--- config.mk ---
export PLATFORM = sky130hd
export DESIGN_NAME = vga_cfg_sequencer
export DESIGN_NICKNAME = d
export VERILOG_FILES = /design/src/rtl/vga_cfg_sequencer_pkg.sv /design/src/rtl/vga_cfg_table.sv /design/src/rtl/vga_cfg_sequencer.sv
export SDC_FILE = /design/constraint.sdc
export NUM_CORES = 1
export LEC_CHECK = 0
export BUFFER_PORTS_ARGS = -buffer_cell sky130_fd_sc_hd__clkbuf_2
export CORE_MARGIN = 4
export CORE_UTILIZATION = 55
export DETAILED_ROUTE_END_ITERATION = 10
export GPL_TIMING_DRIVEN = 0
export PLACE_DENSITY = 0.8
export SYNTH_ARGS = -nofsm -noshare
export SYNTH_HDL_FRONTEND = slang
export SYNTH_SLANG_ARGS = --single-unit
--- constraint.sdc ---
create_clock -name clk -period 4.6 [get_ports clk]
set_clock_uncertainty 0.05 [all_clocks]
set_input_delay 0.92 -clock clk [delete_from_list [all_inputs] [get_ports clk]]
set_output_delay 0.92 -clock clk [all_outputs]
set_load 0.1 [all_outputs]
--- src/rtl/vga_cfg_sequencer_pkg.sv ---
// rtl/vga_cfg_sequencer_pkg.sv - shared defaults and state encoding for the VGA config sequencer
package vga_cfg_sequencer_pkg;

    localparam int CONFIG_WIDTH_DEF = 4;
    localparam int TIMEOUT_DEF      = 255;

    typedef enum logic [1:0] {
        ST_IDLE = 2'd0,
        ST_SEQ  = 2'd1,
        ST_HOST = 2'd2,
        ST_FIN  = 2'd3
    } state_t;

endpackage

--- src/rtl/vga_cfg_table.sv ---
// rtl/vga_cfg_table.sv - address/data register file, one sync write port, one comb read port
module vga_cfg_table #(
    parameter int CONFIG_WIDTH = 4,
    parameter int ENTRIES      = 8,
    parameter int IDX_W        = $clog2(ENTRIES)
) (
    input  logic                    clk,
    input  logic                    rst_n,
    input  logic                    we,
    input  logic [IDX_W-1:0]        wr_idx,
    input  logic [CONFIG_WIDTH-1:0] wr_addr,
    input  logic [CONFIG_WIDTH-1:0] wr_data,
    input  logic [IDX_W-1:0]        rd_idx,
    output logic [CONFIG_WIDTH-1:0] rd_addr,
    output logic [CONFIG_WIDTH-1:0] rd_data
);

    logic [CONFIG_WIDTH-1:0] addr_mem [ENTRIES];
    logic [CONFIG_WIDTH-1:0] data_mem [ENTRIES];

    always_ff @(posedge clk or negedge rst_n) begin
        if (!rst_n) begin
            for (int i = 0; i < ENTRIES; i++) begin
                addr_mem[i] <= '0;
                data_mem[i] <= '0;
            end
        end else if (we) begin
            addr_mem[wr_idx] <= wr_addr;
            data_mem[wr_idx] <= wr_data;
        end
    end

    assign rd_addr = addr_mem[rd_idx];
    assign rd_data = data_mem[rd_idx];

endmodule

--- src/rtl/vga_cfg_sequencer.sv ---
// rtl/vga_cfg_sequencer.sv - table-driven VGA config writer with host arbitration and stall timeout
module vga_cfg_sequencer
    import vga_cfg_sequencer_pkg::*;
#(
    parameter int CONFIG_WIDTH = CONFIG_WIDTH_DEF,
    parameter int ENTRIES      = 8,
    parameter int IDX_W        = $clog2(ENTRIES),
    parameter int TIMEOUT      = TIMEOUT_DEF
) (
    input  logic                    clk,
    input  logic                    rst_n,
    input  logic                    start,
    input  logic [IDX_W:0]          tbl_len,
    input  logic                    tbl_we,
    input  logic [IDX_W-1:0]        tbl_idx,
    input  logic [CONFIG_WIDTH-1:0] tbl_addr,
    input  logic [CONFIG_WIDTH-1:0] tbl_data,
    input  logic                    host_valid,
    input  logic [CONFIG_WIDTH-1:0] host_addr,
    input  logic [CONFIG_WIDTH-1:0] host_data,
    output logic                    host_ready,
    output logic                    c_valid,
    output logic [CONFIG_WIDTH-1:0] c_addr,
    output logic [CONFIG_WIDTH-1:0] c_data,
    input  logic                    c_ready,
    output logic                    busy,
    output logic                    done,
    output logic                    err
);

    localparam int             CNT_W   = $clog2(TIMEOUT + 1);
    localparam logic [IDX_W:0] LEN_MAX = (IDX_W + 1)'(ENTRIES);

    state_t                  state_q, state_d;
    logic [IDX_W:0]          idx_q, len_q, idx_nxt, len_sat;
    logic [CNT_W-1:0]        tmo_cnt_q;
    logic [IDX_W-1:0]        rd_idx;
    logic [CONFIG_WIDTH-1:0] rd_addr, rd_data;
    logic                    xfer, stall, tmo, seq_last, host_take;

    assign idx_nxt   = idx_q + 1'b1;
    assign len_sat   = (tbl_len > LEN_MAX) ? LEN_MAX : tbl_len;
    assign xfer      = c_valid & c_ready;
    assign stall     = c_valid & ~c_ready;
    assign tmo       = stall && (tmo_cnt_q == CNT_W'(TIMEOUT - 1));
    assign seq_last  = (idx_nxt == len_q);
    // host_ready is only ever high in IDLE; masking avoids re-accepting a request the host is still dropping
    assign host_take = host_valid & ~host_ready;
    assign rd_idx    = (state_q == ST_IDLE) ? '0 : idx_nxt[IDX_W-1:0];
    assign busy      = (state_q != ST_IDLE);
    assign done      = (state_q == ST_FIN);

    vga_cfg_table #(
        .CONFIG_WIDTH (CONFIG_WIDTH),
        .ENTRIES      (ENTRIES),
        .IDX_W        (IDX_W)
    ) u_table (
        .clk     (clk),
        .rst_n   (rst_n),
        .we      (tbl_we & ~busy),
        .wr_idx  (tbl_idx),
        .wr_addr (tbl_addr),
        .wr_data (tbl_data),
        .rd_idx  (rd_idx),
        .rd_addr (rd_addr),
        .rd_data (rd_data)
    );

    always_ff @(posedge clk or negedge rst_n) begin
        if (!rst_n) state_q <= ST_IDLE;
        else        state_q <= state_d;
    end

    always_comb begin
        state_d = state_q;
        case (state_q)
            ST_IDLE: begin
                if (start)          state_d = (len_sat == '0) ? ST_FIN : ST_SEQ;
                else if (host_take) state_d = ST_HOST;
            end
            ST_SEQ:  if ((xfer && seq_last) || tmo) state_d = ST_FIN;
            ST_HOST: if (xfer || tmo) state_d = ST_IDLE;
            ST_FIN:  state_d = ST_IDLE;
            default: state_d = ST_IDLE;
        endcase
    end

    always_ff @(posedge clk or negedge rst_n) begin
        if (!rst_n) begin
            idx_q      <= '0;
            len_q      <= '0;
            tmo_cnt_q  <= '0;
            c_valid    <= 1'b0;
            c_addr     <= '0;
            c_data     <= '0;
            host_ready <= 1'b0;
            err        <= 1'b0;
        end else begin
            host_ready <= 1'b0;
            tmo_cnt_q  <= (!stall || tmo) ? '0 : tmo_cnt_q + 1'b1;
            case (state_q)
                ST_IDLE: begin
                    if (start) begin
                        len_q <= len_sat;
                        idx_q <= '0;
                        err   <= 1'b0;
                        if (len_sat != '0) begin
                            c_valid <= 1'b1;
                            c_addr  <= rd_addr;
                            c_data  <= rd_data;
                        end
                    end else if (host_take) begin
                        c_valid <= 1'b1;
                        c_addr  <= host_addr;
                        c_data  <= host_data;
                    end
                end
                ST_SEQ: begin
                    if (tmo) begin
                        c_valid <= 1'b0;
                        err     <= 1'b1;
                    end else if (xfer) begin
                        idx_q <= idx_nxt;
                        if (seq_last) begin
                            c_valid <= 1'b0;
                        end else begin
                            c_addr <= rd_addr;
                            c_data <= rd_data;
                        end
                    end
                end
                ST_HOST: begin
                    if (tmo || xfer) begin
                        c_valid    <= 1'b0;
                        host_ready <= 1'b1;
                        if (tmo) err <= 1'b1;
                    end
                end
                default: ;
            endcase
        end
    end

endmodule

==> impl_metrics.env <==
export IMPL_status="finished clean"
export IMPL_slew_viol_final=0
export IMPL_final_hold_violation_count=0
export IMPL_start_util_pct=57.4
export IMPL_finalSetupTns_ps=0
export IMPL_final_cells=501
export IMPL_nets=430
export IMPL_cts_path_max_buffers=2
export IMPL_synth_cells=343
export IMPL_syn_area_um2=4510
export IMPL_hold_buffers=0
export IMPL_grt_max_degree=56
export IMPL_final_common_cell="dfrtp_1"
export IMPL_cts_max_level=3
export IMPL_core_um2=7850
export IMPL_clk_latency_ps=360
export IMPL_synth_cell_type_count=41
export IMPL_pre_cts_slack_ps=1640
export IMPL_seq_power_share_pct=39.4
export IMPL_ys_seq_area_share_pct=51.6
export IMPL_synth_flop_cell="dfrtp_1"
export IMPL_cts_buffers=9
export IMPL_worstMarginPinSlew_ps=1380
export IMPL_path_class="reg -> reg"
export IMPL_start_kind="flop"
export IMPL_drtAntennaViolNets=0
export IMPL_cts_root_buffer="clkbuf_8"
export IMPL_grt_pass1_vias=3095
export IMPL_hold_depth=1
export IMPL_p_leak_nw=2.25
export IMPL_syn_num_nets=379
export IMPL_fp_dieW_um=98.5
export IMPL_cp_required_ps=4800
export IMPL_internal_power_mw=2.09
export IMPL_hp_class="reg -> reg"
export IMPL_die_area_um2=9710
export IMPL_rows=32
export IMPL_reg2reg_slack_ps=1770
export IMPL_antenna_found_initial=0
export IMPL_drc_errors=0
export IMPL_setup_viol=0
export IMPL_crit_arrival_ps=3030
export IMPL_drt_initial_drc_count=166
export IMPL_diodes=0
export IMPL_clkTransAtPathRegs_ps=90
export IMPL_firstDrtPassIters=4
export IMPL_power_density_nw_per_um2=674
export IMPL_setup_ws_ps=1770
export IMPL_io_buffers=39
export IMPL_maxCapViolations=0
export IMPL_post_cts_setup_buffers=0
export IMPL_path_max_fanout=10
export IMPL_p_sw_share_pct=39.0
export IMPL_rsz0062_at_grt="no"
export IMPL_cts_sinks=93
export IMPL_grt_ovfl_total=0
export IMPL_period_share_pct=61.5
export IMPL_relSlewSlack_pct=7.06
export IMPL_vias=2934
export IMPL_clkPwrFrac_pct=17.4
export IMPL_fmax_ghz=0.354
export IMPL_r2r_cells=7
export IMPL_layout_common_cells="93 x dfrtp_1, 73 x mux2_2, 38 x clkbuf_2"
export IMPL_fin_crit_ps=2830
export IMPL_fin_util_pct=64.7
export IMPL_viasPerCell=5.86
export IMPL_async_flop_share_pct=100
export IMPL_drive_gt1_share_pct=36.6
export IMPL_layout_area_overhead_vs_synth_pct=12.6
export IMPL_yosysWarnings=0
export IMPL_critPathCaptureType="flop"
export IMPL_grt_first_pass_wirelength_mm=15.8
export IMPL_syn_area_per_cell_um2=13.1
export IMPL_cts_resized_gates=0
export IMPL_place_gp_congestion=0.765
export IMPL_drt_total_wl_mm=9.33
export IMPL_track_usage_pct=20.6
export IMPL_io_pins=42
export IMPL_fp_dieH_um=98.5
export IMPL_pwr_share_comb_pct=43.2
export IMPL_place_hpwl_mm=6.59
export IMPL_power_switching_mw=1.33
export IMPL_ys_ff_latch=93
export IMPL_synth_edf_count=0
export IMPL_ir_drop_uv=261
export IMPL_cts_tree="yes"
export IMPL_place_inst=485
export IMPL_wl_per_cell_um=18.6
[synth_stat cells, types with 7 or more instances]
cell type | count | area (µm²)
mux2i_1 | 12 | 120
mux4_2 | 8 | 180
nand3_1 | 8 | 40.0
nor2_1 | 17 | 63.8
a221o_1 | 8 | 80.1
dfrtp_1 | 93 | 2330
a211oi_1 | 9 | 67.6
inv_1 | 10 | 37.5
nand2_1 | 13 | 48.8
o21ai_0 | 9 | 45.0
a2111oi_0 | 9 | 78.8
ha_1 | 7 | 87.6
mux2_2 | 73 | 822
clkbuf_1 | 7 | 26.3
nor2b_1 | 9 | 56.3
[cell families after synthesis]
logic type | count (synthesis) | share of synthesized area, %
multiplexers | 94 | 25.2
flip-flops | 93 | 51.6
AND/OR/NAND/NOR | 68 | 7.86
AO/OA/AOI/OAI | 48 | 8.00
buffers and inverters | 21 | 2.42
XOR/XNOR | 12 | 2.92
adder cells (fa/ha/maj) | 7 | 1.94
[power groups by stage]
stage	clock [mW]	combinational (mW)	sequential, mW
floorplan	0	0.931	1.58
global placement	0	1.44	1.33
detailed placement	0	1.48	1.36
CTS	0.608	1.49	1.35
global route	0.640	1.59	1.39
finish	0.596	1.48	1.35
[cell type report]
class	instances	area, µm²
fill	601	2770
sequential	93	2330
multi-input combinational	229	2070
timing repair buffer	40	225
clock buffer	11	131
tap	102	128
clock inverter	5	83.8
buffer	11	71.3
inverter	10	37.5
[stage by stage]
step                area (µm²)  total power [mW]  hold slack (ps)
global placement          4830              2.77              431
global route              5070              3.62              468
finish                    5070              3.42              455
floorplan                 4510              2.51              411
CTS                       5070              3.44              458
detailed placement        4860              2.85              438
[state kept, by name (all words and copies together), names as in the netlist, 2 cells and up]
| signal | cells |
|---|---|
| idx_q | 4 |
| u_table.addr_mem | 32 |
| state_q | 2 |
| len_q | 4 |
| tmo_cnt_q | 8 |
| c_data | 4 |
| c_addr | 4 |
| u_table.data_mem | 32 |
[routing by layer]
| layer | part of all wire [%] | up-vias | GRT usage (%) |
|---|---|---|---|
| li1 | - | 1381 | - |
| met1 | 45 | 1481 | 28.4 |
| met2 | 48 | 53 | 32.5 |
| met3 | 3.8 | 19 | 3.47 |
| met4 | 2.5 | 0 | 9.03 |
| met5 | 0 | - | 0 |
[worst max-delay path, cell delays in order, from the launching register on]
cell	delay (ps)
dfrtp_1	410
ha_1	280
xnor2_2	470
or2_1	180
buf_6	140
mux4_2	530
a221o_1	380
mux2_4	260
[final timing paths]
check,endpoint,start
worst max register to register,c_addr[2],idx_q[1]
max in group asynchronous,u_table.data_mem[22],rst_n
min in group asynchronous,u_table.data_mem[24],rst_n
worst min register to register,u_table.addr_mem[0],u_table.addr_mem[0]
worst max-delay path,c_addr[2],idx_q[1]
worst min-delay path,u_table.addr_mem[0],u_table.addr_mem[0]
Note: power is estimated with default switching activity, not from simulation.
